$ cat config.mk
export PLATFORM = sky130hd
export DESIGN_NAME = router_sync_n
export DESIGN_NICKNAME = d
export VERILOG_FILES = /design/src/rtl/router_pkg.sv /design/src/rtl/router_timeout_ctr.sv /design/src/rtl/router_sync_n.sv
export SDC_FILE = /design/constraint.sdc
export NUM_CORES = 1
export LEC_CHECK = 0
export BUFFER_PORTS_ARGS = -buffer_cell sky130_fd_sc_hd__buf_4
export CELL_PAD_IN_SITES_DETAIL_PLACEMENT = 1
export CELL_PAD_IN_SITES_GLOBAL_PLACEMENT = 2
export CORE_MARGIN = 2
export CORE_UTILIZATION = 30
export CTS_CLUSTER_SIZE = 10
export DETAILED_ROUTE_END_ITERATION = 10
export PLACE_DENSITY_LB_ADDON = 0.08
export REMOVE_ABC_BUFFERS = 1
export SLEW_MARGIN = 20
export SYNTH_ARGS = -nofsm -noshare
export SYNTH_HDL_FRONTEND = slang
export SYNTH_SLANG_ARGS = --single-unit
$ cat constraint.sdc
create_clock -name clk -period 2.3 [get_ports clk]
set_input_delay 0.46 -clock clk [delete_from_list [all_inputs] [get_ports clk]]
set_output_delay 0.46 -clock clk [all_outputs]
set_load 0.01 [all_outputs]
$ cat src/rtl/router_pkg.sv
`default_nettype none
// +----------------------------------------------------------------------------+
// | router_pkg: shared constants and width helpers for router_sync_n            |
// | Revision: 1.0                                                               |
// +----------------------------------------------------------------------------+
package router_pkg;

  localparam int ROUTER_NUM_CH  = 3;
  localparam int ROUTER_DATA_W  = 8;
  localparam int ROUTER_TIMEOUT = 30;

  function automatic int clog2(input int value);
    int result;
    result = 0;
    while ((1 << result) < value) begin
      result = result + 1;
    end
    return result;
  endfunction

  // Never return zero so a 1-bit field still exists for degenerate counts.
  function automatic int ch_idx_w(input int num_ch);
    return (clog2(num_ch) < 1) ? 1 : clog2(num_ch);
  endfunction

endpackage : router_pkg
`default_nettype wire

$ cat src/rtl/router_timeout_ctr.sv
`default_nettype none
// +----------------------------------------------------------------------------+
// | router_timeout_ctr: per-FIFO unread-data watchdog with soft-reset pulse     |
// | Revision: 1.0                                                               |
// +----------------------------------------------------------------------------+
module router_timeout_ctr
  import router_pkg::*;
#(
  parameter int TIMEOUT = ROUTER_TIMEOUT
) (
  input  logic clk,
  input  logic rst,
  input  logic vld,
  input  logic rd,
  input  logic clr_sticky,
  output logic sft_rst,
  output logic to_sticky
);

  localparam int CNT_W = (clog2(TIMEOUT) < 1) ? 1 : clog2(TIMEOUT);
  localparam logic [CNT_W-1:0] C_TERM = CNT_W'(TIMEOUT - 1);

  logic [CNT_W-1:0] cnt_q, cnt_d;
  logic             sft_rst_q, sft_rst_d;
  logic             to_sticky_q, to_sticky_d;
  logic             idle;

  always_comb begin
    idle        = vld & ~rd;
    cnt_d       = '0;
    sft_rst_d   = 1'b0;
    if (idle && (cnt_q == C_TERM)) begin
      sft_rst_d = 1'b1;
    end else if (idle) begin
      cnt_d = cnt_q + CNT_W'(1);
    end
    // A new timeout takes priority over a simultaneous clear.
    to_sticky_d = sft_rst_d ? 1'b1 : (clr_sticky ? 1'b0 : to_sticky_q);
  end

  always_ff @(posedge clk) begin
    if (rst) begin
      cnt_q       <= '0;
      sft_rst_q   <= 1'b0;
      to_sticky_q <= 1'b0;
    end else begin
      cnt_q       <= cnt_d;
      sft_rst_q   <= sft_rst_d;
      to_sticky_q <= to_sticky_d;
    end
  end

  assign sft_rst   = sft_rst_q;
  assign to_sticky = to_sticky_q;

endmodule : router_timeout_ctr
`default_nettype wire

$ cat src/rtl/router_sync_n.sv
`default_nettype none
// +----------------------------------------------------------------------------+
// | router_sync_n: N-channel router synchronizer (address steer + timeouts)     |
// | Revision: 1.0                                                               |
// +----------------------------------------------------------------------------+
module router_sync_n
  import router_pkg::*;
#(
  parameter int NUM_CH  = ROUTER_NUM_CH,
  parameter int DATA_W  = ROUTER_DATA_W,
  parameter int TIMEOUT = ROUTER_TIMEOUT
) (
  input  logic              clk,
  input  logic              rst,
  input  logic              detect_addr,
  input  logic              wr_enb_reg,
  input  logic [DATA_W-1:0] din,
  input  logic [NUM_CH-1:0] rd_enb,
  input  logic [NUM_CH-1:0] empty,
  input  logic [NUM_CH-1:0] full,
  input  logic [NUM_CH-1:0] clr_sticky,
  output logic [NUM_CH-1:0] vld_out,
  output logic              fifo_full,
  output logic [NUM_CH-1:0] wr_enb,
  output logic [NUM_CH-1:0] sft_rst,
  output logic              addr_err,
  output logic [NUM_CH-1:0] to_sticky
);

  localparam int CH_W = ch_idx_w(NUM_CH);
  localparam logic [31:0] C_NUM_CH = 32'(NUM_CH);

  logic [CH_W-1:0] sel_q, sel_d;
  logic            addr_err_q, addr_err_d;

  always_comb begin
    sel_d      = sel_q;
    addr_err_d = addr_err_q;
    if (detect_addr) begin
      sel_d      = din[CH_W-1:0];
      addr_err_d = (32'(din[CH_W-1:0]) >= C_NUM_CH);
    end
  end

  always_ff @(posedge clk) begin
    if (rst) begin
      sel_q      <= '0;
      addr_err_q <= 1'b0;
    end else begin
      sel_q      <= sel_d;
      addr_err_q <= addr_err_d;
    end
  end

  // Decode from the registered sel so a header's address steers from the next cycle.
  always_comb begin
    wr_enb    = '0;
    fifo_full = 1'b0;
    for (int i = 0; i < NUM_CH; i++) begin
      if (!addr_err_q && (sel_q == CH_W'(i))) begin
        wr_enb[i] = wr_enb_reg;
        fifo_full = full[i];
      end
    end
  end

  assign vld_out  = ~empty;
  assign addr_err = addr_err_q;

  generate
    for (genvar g = 0; g < NUM_CH; g++) begin : g_ch
      router_timeout_ctr #(
        .TIMEOUT (TIMEOUT)
      ) u_timeout_ctr (
        .clk        (clk),
        .rst        (rst),
        .vld        (vld_out[g]),
        .rd         (rd_enb[g]),
        .clr_sticky (clr_sticky[g]),
        .sft_rst    (sft_rst[g]),
        .to_sticky  (to_sticky[g])
      );
    end
  endgenerate

endmodule : router_sync_n
`default_nettype wire

* Word level (Yosys, flattened, before mapping)
Index checks and enable logic that the tools add are counted.
** Word-level totals
- Flip-flop bits (word level) :: 24
- Output and inout bits :: 14
- Word-level logic and storage cells :: 59
** Cells by class
- Add/subtract/negate cells :: 3
- $lt $le $gt $ge :: 1
- Equal/unequal tests :: 5
- Mux-type cells :: 15
- Bitwise operators :: 10
- Reduce and logical (&&, ||, !) cells :: 14
** Operator list (number)
- $add 5x1->5 const B :: 3
- $eq 5x5->1 const B :: 3
- $mux 1 :: 15
- $reduce_or 3->1 :: 3
- $logic_and 1x1->1 :: 6
- $not 1->1 :: 6
- $reduce_bool 2->1 :: 3
- $and 1x1->1 :: 3
- $not 3->3 :: 1
- $eq 2x1->1 const B :: 1
- $eq 2x2->1 const B :: 1
- $ge 2x2->1 const B :: 1
- $logic_not 2->1 :: 1
- $logic_not 1->1 :: 1

* Longest topological paths before layout
Gate-level depths: netlist (run 1).
- Word-level depth :: 5
- Depth in mapped cells :: 5
- Depth with buffers taken out :: 5

* Hierarchy
Synthesis (run 1) repeated with hierarchy kept, for this count alone.
** Unflattened totals
- Cell total of the unflattened synthesis :: 97
- Area total of the unflattened synthesis :: 1031.0 um^2
** By module, submodules not included
- router_timeout_ctr :: instances 3, cells an instance 26, area each 282.8 um^2, sequential area each 140.1 um^2
- router_sync_n :: instances 1, cells an instance 19, area each 182.7 um^2, sequential area each 60.1 um^2

* Worst setup path before layout (run 1)
No wires, ideal clock.
- Kind :: input to output
- Start :: in wr_enb_reg
- End :: out wr_enb[0]
- Arrival :: 0.875 ns
- Path slack :: 0.965 ns
- Stages :: 1
- Cells stage by stage :: nor4b_1
** On the way
- Word-level cells in the longest chain between the ends :: 1
** Ends and longest elaborated chain
- from (decl) :: RTL line router_sync_n.sv:16 : input logic wr_enb_reg,
- $mux 1 :: RTL line router_sync_n.sv:60 : if (!addr_err_q && (sel_q == CH_W'(i))) begin
- to (decl) :: RTL line router_sync_n.sv:24 : output logic [NUM_CH-1:0] wr_enb,
Every way passes these cells.

* Final worst setup path (run 1)
- Start :: reg sel_q[1]
- End :: out fifo_full
** On the way
- Word-level cells in the longest chain between the ends :: 5
** Ends and longest elaborated chain
- from (decl) :: RTL line router_sync_n.sv:33 : logic [CH_W-1:0] sel_q, sel_d;
- from (signal assigned) :: RTL line router_sync_n.sv:50 : sel_q <= sel_d;
- $logic_not 2->1 :: RTL line router_sync_n.sv:60
- $logic_and 1x1->1 :: RTL line router_sync_n.sv:60
- $mux 1 (2 in series) :: RTL line router_sync_n.sv:60
- $mux 1 * :: RTL line router_sync_n.sv:60
- to (decl) :: RTL line router_sync_n.sv:23 : output logic fifo_full,
Every way passes the cells marked *; elsewhere a longest branch is shown, timed or not.

==> flow_summary.json, run 1 <==
{
  "port-buffer-count": 31,
  "rsz0062_at_grt": "no",
  "grt_usage_pct": 11.1,
  "fin_tns_setup_ps": 0,
  "ys_ff_latch": 24,
  "grt_max_degree": 15,
  "final_common_cell": "buf_4",
  "postCtsResizedCells": 0,
  "initial_utilization_pct": 31.1,
  "syn_area_per_cell_um2": 9.55,
  "avgViaCountPerCell": 4.43,
  "fillers": 408,
  "cap_violations": 0,
  "die_y_um": 62.6,
  "yosys_warnings": 0,
  "area_growth_pct": 26.2,
  "rows": 21,
  "synth_cell_types": 24,
  "finalPower_uw": 796,
  "max-vdd-ir-drop_v": 0.000227,
  "status": "finished, final reports clean",
  "final_cell_mix": "buf_4, dfxtp_1, nor2_1, nand3_1",
  "avgRoutedWirePerCell_um": 10.8,
  "clk_path_buf_depth": 2,
  "worstSetupStartpointType": "register",
  "setup_violations": 0,
  "endpoint_kind": "primary output",
  "fmax_mhz": 567,
  "overflow": 0,
  "diodes": 0,
  "p_leak_uw": 0.000567,
  "nets": 164,
  "drc": 0,
  "period_share_pct": 76.7,
  "dieArea_mm2": 0.00392,
  "relSlewSlack_pct": 71.2,
  "cts_tree": "yes",
  "synth_area_mm2": 0.00103,
  "clock_skew_ps": 0.790,
  "crit_type": "register to primary output",
  "fin_crit_ps": 1760,
  "clk_pin_slew_ps": 120,
  "grt_pass1_vias": 809,
  "postCtsHoldBufs": 0,
  "cts_setup_buffers": 0,
  "pin_count": 38,
  "place_area_mm2": 0.00125,
  "htreeDepth": 1,
  "grt_pass1_wl_um": 3460,
  "power.density_mw_per_mm2": 612,
  "root_buffer": "clkbuf_4",
  "dr.pass1.iters": 2,
  "ant_nets": 0,
  "post-place-cells": 175,
  "cp_max_fo": 5,
  "clkSinkCount": 24,
  "gp_congestion": 0.759,
  "slew_viol_final": 0,
  "die_x_um": 62.6,
  "finalNonFillerCells": 179,
  "drive_above_1_share_pct": 27.8,
  "num_vias": 793,
  "antenna_found_initial": 0,
  "cp_data_required_time_ps": 1840,
  "cts_buffers": 3,
  "clock_latency_ps": 310,
  "drt_iter0_markers": 3,
  "drt_wl_total_um": 1930,
  "coreArea_mm2": 0.00331,
  "hold_viol_final": 0,
  "ys_seq_area_share_pct": 46.6,
  "stdcell_area_mm2": 0.00130,
  "hold_class": "input port to register",
  "worstMarginPinSlew_ps": 428,
  "syn_inst": 108,
  "crit_arrival_ps": 1300,
  "dpl.hpwl_um": 1570
}
==> final timing paths <==
| path | start | to | slack, ps | cells past startpoint |
|---|---|---|---|---|
| max | sel_q[1] | fifo_full | 540 | 4 |
| min | rd_enb[1] | g_ch[1].u_timeout_ctr.sft_rst | 340 | 2 |
| max reg2reg | g_ch[0].u_timeout_ctr.cnt_q[1] | g_ch[0].u_timeout_ctr.cnt_q[4] | 950 | 5 |
| min reg2reg | g_ch[0].u_timeout_ctr.cnt_q[0] | g_ch[0].u_timeout_ctr.cnt_q[0] | 480 | 1 |
==> cell families (layout without fill, tap and decap cells) <==
group,Yosys count,in the layout,share of synthesized area (%)
AOI/OAI and AO/OA,5,5,3.03
xor gates and xnor gates,9,9,7.65
adders and majority gates,6,6,7.28
buffers and inverters,16,41,9.22
DFF,24,24,46.6
muxes,3,3,2.91
and+or+nand+nor,45,45,23.3
==> report_power, final <==
| part | leakage, µW | switching (µW) | internal [µW] | total (µW) |
|---|---|---|---|---|
| Clock | 0.0000279 | 124 | 176 | 300 |
| Sequential | 0.000194 | 6.49 | 421 | 428 |
| Combinational | 0.000345 | 27.4 | 41.3 | 68.7 |
| Total | 0.000567 | 158 | 639 | 796 |
==> worst max-delay path: stages, from the launching register on <==
cell and delay (ps):
dfxtp_1 440, mux2i_1 200, a2bb2oi_1 160, nor2_1 50
buf_4 140
==> registers in the layout, summed over array words and instances (netlist names) <==
register,count
addr_err,1
g_ch.u_timeout_ctr.cnt_q,15
g_ch.u_timeout_ctr.sft_rst,3
g_ch.u_timeout_ctr.to_sticky,3
sel_q,2
==> cell usage after synthesis <==
| cell | n | area share, % |
|---|---|---|
| nand3_1 | 7 | 3.4 |
| xnor2_1 | 3 | 2.5 |
| nor3_1 | 1 | 0.48 |
| dfxtp_1 | 24 | 47 |
| nand2_1 | 1 | 0.36 |
| nor2_1 | 21 | 7.6 |
| nor4b_1 | 1 | 0.85 |
| or4b_4 | 2 | 2.7 |
| a21o_1 | 1 | 0.73 |
| ha_1 | 6 | 7.3 |
| a21oi_1 | 3 | 1.5 |
| nand2b_1 | 3 | 1.8 |
| nor4_1 | 1 | 0.61 |
| buf_4 | 9 | 6.6 |
| inv_1 | 6 | 2.2 |
| mux2i_1 | 3 | 2.9 |
| xor2_1 | 6 | 5.1 |
| nor4bb_1 | 1 | 0.97 |
| and3b_1 | 1 | 0.85 |
| nor2b_1 | 1 | 0.61 |
| a2bb2oi_1 | 1 | 0.85 |
| nand4_1 | 3 | 1.8 |
| or3_1 | 2 | 1.2 |
| buf_2 | 1 | 0.48 |
==> layer usage <==
layer  share of wire, %  wire length [µm]  GRT usage [%]
met5                  0                 0              0
met4                1.5                28           5.00
met3                7.4               143           4.32
met2                 46               893           18.5
met1                 45               862           12.4
==> per-stage QoR <==
stage	utilization (%)	hold WS, ps	setup WS [ps]
floorplan	-	433	965
global placement	37.7	441	791
detailed placement	37.7	454	785
CTS	39.3	330	506
global route	39.3	319	386
finish	39.3	338	535
==> layout make-up <==
class | instances | area, µm² | share of cell area (%)
sequential | 24 | 480 | 36.9
multi-input combinational | 68 | 455 | 35.0
timing repair buffer | 31 | 233 | 17.9
tap | 46 | 57.6 | 4.42
clock inverter | 1 | 30.0 | 2.31
clock buffer | 3 | 22.5 | 1.73
inverter | 6 | 22.5 | 1.73
No activity file was read; power rests on OpenSTA's default activity.
==> run 2, diff against run 1 <==
--- a/config.mk
+++ b/config.mk
@@ -9,7 +9,7 @@
 export CELL_PAD_IN_SITES_DETAIL_PLACEMENT = 1
 export CELL_PAD_IN_SITES_GLOBAL_PLACEMENT = 2
 export CORE_MARGIN = 2
-export CORE_UTILIZATION = 30
+export CORE_UTILIZATION = 25
 export CTS_CLUSTER_SIZE = 10
 export DETAILED_ROUTE_END_ITERATION = 10
 export PLACE_DENSITY_LB_ADDON = 0.08
==> constraint.sdc (replaced) <==
create_clock -name clk -period 1.5 [get_ports clk]
set_input_delay 0.3 -clock clk [delete_from_list [all_inputs] [get_ports clk]]
set_output_delay 0.3 -clock clk [all_outputs]
set_load 0.01 [all_outputs]
==> flow_summary.json, run 2 (same netlist as run 1, synthesis figures left out) <==
{
  "antenna_found_initial": 0,
  "setup_violations": 0,
  "clk_path_buf_depth": 2,
  "crit_type": "register to primary output",
  "period_share_pct": 98.2,
  "hold_class": "input port to register",
  "hold_viol_final": 0,
  "grt_pass1_vias": 771,
  "slowest_delay_ps": 380,
  "drt_wl_total_um": 2110,
  "overflow": 0,
  "cap_violations": 0,
  "crit_path_start": "sel_q[1]",
  "num_vias": 776,
  "r2r.worst_path.cells": 5,
  "grt_pass1_wl_um": 3390,
  "nets": 164,
  "largest_register_ffs": 15,
  "pin_count": 38,
  "port-buffer-count": 31,
  "fillers": 471,
  "avgRoutedWirePerCell_um": 11.5,
  "die_y_um": 68.2,
  "grt_max_degree": 15,
  "endpoint_kind": "primary output",
  "root_buffer": "clkbuf_8",
  "max-vdd-ir-drop_v": 0.000308,
  "status": "finished, final reports clean",
  "dr.pass1.iters": 2,
  "critPathCapture": "fifo_full",
  "area_growth_pct": 29.0,
  "rows": 23,
  "cp_slowest_cell": "dfxtp_4",
  "clkSinkCount": 24,
  "postCtsHoldBufs": 0,
  "drive_above_1_share_pct": 29.3,
  "ant_nets": 0,
  "crit_arrival_ps": 1170,
  "final_cell_mix": "buf_4, dfxtp_1, nor2_1, nand3_1",
  "reg2reg_to": "g_ch[2].u_timeout_ctr.cnt_q[3]",
  "rrSetupSlack_ps": 130,
  "relSlewSlack_pct": 77.2,
  "p_leak_uw": 0.000576,
  "worstReg2RegStart": "g_ch[2].u_timeout_ctr.cnt_q[1]",
  "gp_congestion": 0.617,
  "slew_viol_final": 0,
  "rsz0062_at_grt": "yes",
  "postCtsResizedCells": 2,
  "htreeDepth": 1,
  "fin_hold_ws_ps": 218,
  "die_x_um": 68.2,
  "power.density_mw_per_mm2": 999,
  "clock_latency_ps": 270,
  "critical_path.cell_chain": "mux2i_1, a2bb2oi_1, nor2_1, buf_4",
  "grt_usage_pct": 9.87,
  "cts_buffers": 3,
  "fin_crit_ps": 1470,
  "cp_max_fo": 5,
  "fin_tns_setup_ps": 0,
  "worstSetupStartpointType": "register",
  "clock_skew_ps": 1.71,
  "cts_setup_buffers": 0,
  "fmax_mhz": 679,
  "diodes": 0,
  "clk_pin_slew_ps": 80,
  "initial_utilization_pct": 26.0,
  "worstMarginPinSlew_ps": 338,
  "fin_util_pct": 33.5,
  "top_register": "g_ch.u_timeout_ctr.cnt_q",
  "drt_iter0_markers": 14,
  "avgViaCountPerCell": 4.24,
  "dieArea_mm2": 0.00465,
  "coreArea_mm2": 0.00397,
  "cts_tree": "yes",
  "drc": 0,
  "cp_data_required_time_ps": 1200,
  "final_common_cell": "buf_4"
}
==> run 2: cell count changes in the layout (fill, tap and decap cells not counted) <==
cell,change
clkbuf_4,-3
dfxtp_2,+1
dfxtp_1,-2
clkbuf_8,+3
dfxtp_4,+1
==> run 2: how the worst min path moves through the flow <==
stage | startpoint | end | slack [ps] | cells past startpoint
after floorplan | rst | addr_err | 370 | 1
after global placement | g_ch[1].u_timeout_ctr.to_sticky | g_ch[1].u_timeout_ctr.to_sticky | 450 | 1
after detailed placement | g_ch[1].u_timeout_ctr.to_sticky | g_ch[1].u_timeout_ctr.to_sticky | 450 | 1
after CTS | rd_enb[1] | g_ch[1].u_timeout_ctr.sft_rst | 210 | 2
after global routing | rd_enb[1] | g_ch[1].u_timeout_ctr.sft_rst | 230 | 2
final | rd_enb[1] | g_ch[1].u_timeout_ctr.sft_rst | 220 | 2
==> run 2: cell type report <==
type | count | area [µm²] | share of cell area, %
Sequential cell | 24 | 485 | 36.5
Clock buffer | 3 | 41.3 | 3.10
Multi-Input combinational cell | 68 | 455 | 34.2
Inverter | 6 | 22.5 | 1.69
Clock inverter | 1 | 30.0 | 2.26
Timing Repair Buffer | 31 | 233 | 17.5
Tap cell | 50 | 62.6 | 4.70
==> run 2: power breakdown <==
part	total, µW	switching, µW	internal [µW]
Sequential	654	9.71	645
Clock	568	212	357
Combinational	106	42.9	63.4
Total	1330	264	1060
==> run 2: routing by layer <==
layer	routed length [µm]	GRT usage (%)
met1	961	11.9
met2	972	16.1
met3	158	2.80
met4	19	4.50
met5	0	0
==> run 2: stage by stage <==
stage | cell area, µm² | setup WS (ps) | instances | power [µW]
6_report | 1330 | 27.4 | 183 | 1330
5_1_grt | 1330 | -56.6 | 183 | 1400
4_1_cts | 1330 | 1.03 | 183 | 1350
3_5_place_dp | 1250 | 142 | 179 | 779
3_3_place_gp | 1250 | 181 | 179 | 776
2_1_floorplan | 958 | 265 | 98 | 707
==> run 2: critical path, delay by kind of cell, from the launching register on <==
| family | cells | cell delay (ps) |
|---|---|---|
| buf+inv | 1 | 140 |
| simple gates | 1 | 50 |
| flops | 1 | 380 |
| mux | 1 | 180 |
| compound gates | 1 | 160 |
==> run 3, diff against run 2 <==
--- a/config.mk
+++ b/config.mk
@@ -5,11 +5,12 @@
 export SDC_FILE = /design/constraint.sdc
 export NUM_CORES = 1
 export LEC_CHECK = 0
+export ABC_AREA = 1
 export BUFFER_PORTS_ARGS = -buffer_cell sky130_fd_sc_hd__buf_4
 export CELL_PAD_IN_SITES_DETAIL_PLACEMENT = 1
 export CELL_PAD_IN_SITES_GLOBAL_PLACEMENT = 2
 export CORE_MARGIN = 2
-export CORE_UTILIZATION = 25
+export CORE_UTILIZATION = 24
 export CTS_CLUSTER_SIZE = 10
 export DETAILED_ROUTE_END_ITERATION = 10
 export PLACE_DENSITY_LB_ADDON = 0.08
==> flow_summary.json, run 3 <==
{
  "grt_usage_pct": 9.98,
  "overflow": 0,
  "slowest_delay_ps": 380,
  "cp_slowest_cell": "dfxtp_1",
  "synth_enable_flop_cells": 0,
  "worstSetupStartpointType": "register",
  "clock_skew_ps": 3.52,
  "postCtsHoldBufs": 0,
  "largest_register_ffs": 15,
  "port-buffer-count": 31,
  "hold_class": "input port to register",
  "syn_area_per_cell_um2": 7.85,
  "worst-path-buf-inv": 1,
  "max-vdd-ir-drop_v": 0.000341,
  "coreArea_mm2": 0.00444,
  "area_growth_pct": 23.7,
  "dp_slack_ps": 345,
  "cp_max_fo": 7,
  "drive_above_1_share_pct": 25.6,
  "stdcell_area_mm2": 0.00140,
  "dpl.hpwl_um": 2020,
  "initial_utilization_pct": 25.4,
  "yosysMostFrequentCell": "dfxtp_1",
  "synth_ff_type": "dfxtp_1",
  "grt_pass1_wl_um": 4100,
  "cts_buffers": 3,
  "p_leak_uw": 0.000623,
  "avgRoutedWirePerCell_um": 11.4,
  "crit_family": "flip-flops",
  "yosys.area.top_type_share_pct": 42.5,
  "worstMarginPinSlew_ps": 271,
  "drt_wl_total_um": 2520,
  "fmax_mhz": 701,
  "dieArea_mm2": 0.00527,
  "grt_max_degree": 13,
  "htreeDepth": 1,
  "final_cell_mix": "buf_4, nor2_1, dfxtp_1, inv_1, nand2_1",
  "rsz0062_at_grt": "yes",
  "cts_tree": "yes",
  "ant_nets": 0,
  "dr.pass1.iters": 3,
  "clk_path_buf_depth": 2,
  "diodes": 0,
  "synth.area.top_cells": "dfxtp_1, nor2_1, ha_1",
  "crit_arrival_ps": 1130,
  "status": "finished, final reports clean",
  "yosysTopAreaCell": "dfxtp_1",
  "layout_setup_ws_ps": 72.8,
  "drt_iter0_markers": 31,
  "slew_viol_final": 0,
  "rows": 24,
  "endpoint_kind": "primary output",
  "crit_type": "register to primary output",
  "grt_pass1_vias": 934,
  "yosys_warnings": 0,
  "root_buffer": "clkbuf_8",
  "clock_latency_ps": 260,
  "relSlewSlack_pct": 81.9,
  "top_register": "g_ch.u_timeout_ctr.cnt_q",
  "gp_congestion": 0.734,
  "synth_cell_types": 22,
  "cap_violations": 0,
  "die_x_um": 72.6,
  "setup_violations": 0,
  "pin_count": 38,
  "synth_area_mm2": 0.00113,
  "nets": 200,
  "hold_viol_final": 0,
  "die_y_um": 72.6,
  "critical_path.cell_chain": "nor4_1, buf_4",
  "drc": 0,
  "clk_pin_slew_ps": 80,
  "fin_hold_ws_ps": 219,
  "ys_seq_area_share_pct": 42.5,
  "num_vias": 952,
  "async_reset_ff_share_pct": 0,
  "synth_common_cells": "dfxtp_1, nor2_1, inv_1, nand2_1, nand3_1",
  "fin_crit_ps": 1430,
  "final_common_cell": "buf_4",
  "antenna_found_initial": 0,
  "ys_ff_latch": 24,
  "avgViaCountPerCell": 4.33,
  "clkSinkCount": 24,
  "syn_inst": 144,
  "power.density_mw_per_mm2": 820,
  "cp_data_required_time_ps": 1200,
  "place_area_mm2": 0.00136,
  "period_share_pct": 95.1
}
[run 3: cell families (layout without fill, tap and decap cells)]
group	Yosys count	in the layout	share of synthesized area (%)
simple gates	73	73	31.4
buf+inv	31	55	13.4
flops	24	24	42.5
compound gates	7	7	3.65
fa+ha+maj	6	6	6.64
xor+xnor	3	3	2.33
[run 3: repair_timing]
action	4_1_cts	5_1_grt
endpoints found under the setup margin	0	3
buffers inserted	0	0
gates resized for setup	0	1
[run 3: path summary, 6_finish.rpt]
path	startpoint	to	slack [ps]	depth (start not counted)
min reg2reg	g_ch[2].u_timeout_ctr.to_sticky	g_ch[2].u_timeout_ctr.to_sticky	480	2
max	sel_q[0]	wr_enb[0]	70	2
min	rst	addr_err	220	2
max reg2reg	g_ch[2].u_timeout_ctr.cnt_q[1]	g_ch[2].u_timeout_ctr.cnt_q[2]	400	5
[run 3: cell type report]
type | instances | area, µm²
tap | 52 | 65.1
multi-input combinational | 89 | 498
timing repair buffer | 31 | 233
fill | 552 | 3050
sequential | 24 | 482
clock buffer | 3 | 41.3
inverter | 21 | 78.8
[run 3: through the flow]
stage | utilization [%] | power (µW) | std cells | TNS [ps]
global route | 31.4 | 1210 | 220 | -57.3
finish | 31.4 | 1150 | 220 | 0
floorplan | - | 716 | 134 | 0
CTS | 31.4 | 1170 | 220 | 0
global placement | 30.5 | 784 | 217 | 0
detailed placement | 30.5 | 786 | 217 | 0
[run 3: power by group]
| group | internal, µW | leakage [µW] | switching (µW) |
|---|---|---|---|
| Clock | 179 | 0.0000216 | 198 |
| Sequential | 646 | 0.000195 | 11.6 |
| Combinational | 60.5 | 0.000407 | 51.7 |
| Total | 885 | 0.000623 | 261 |
[run 3: layer usage]
layer	global-route usage, %	routed length [µm]	vias up
li1	-	-	500
met4	3.09	20	0
met1	12.7	1220	431
met5	0	0	-
met3	2.90	131	2
met2	16.3	1140	19
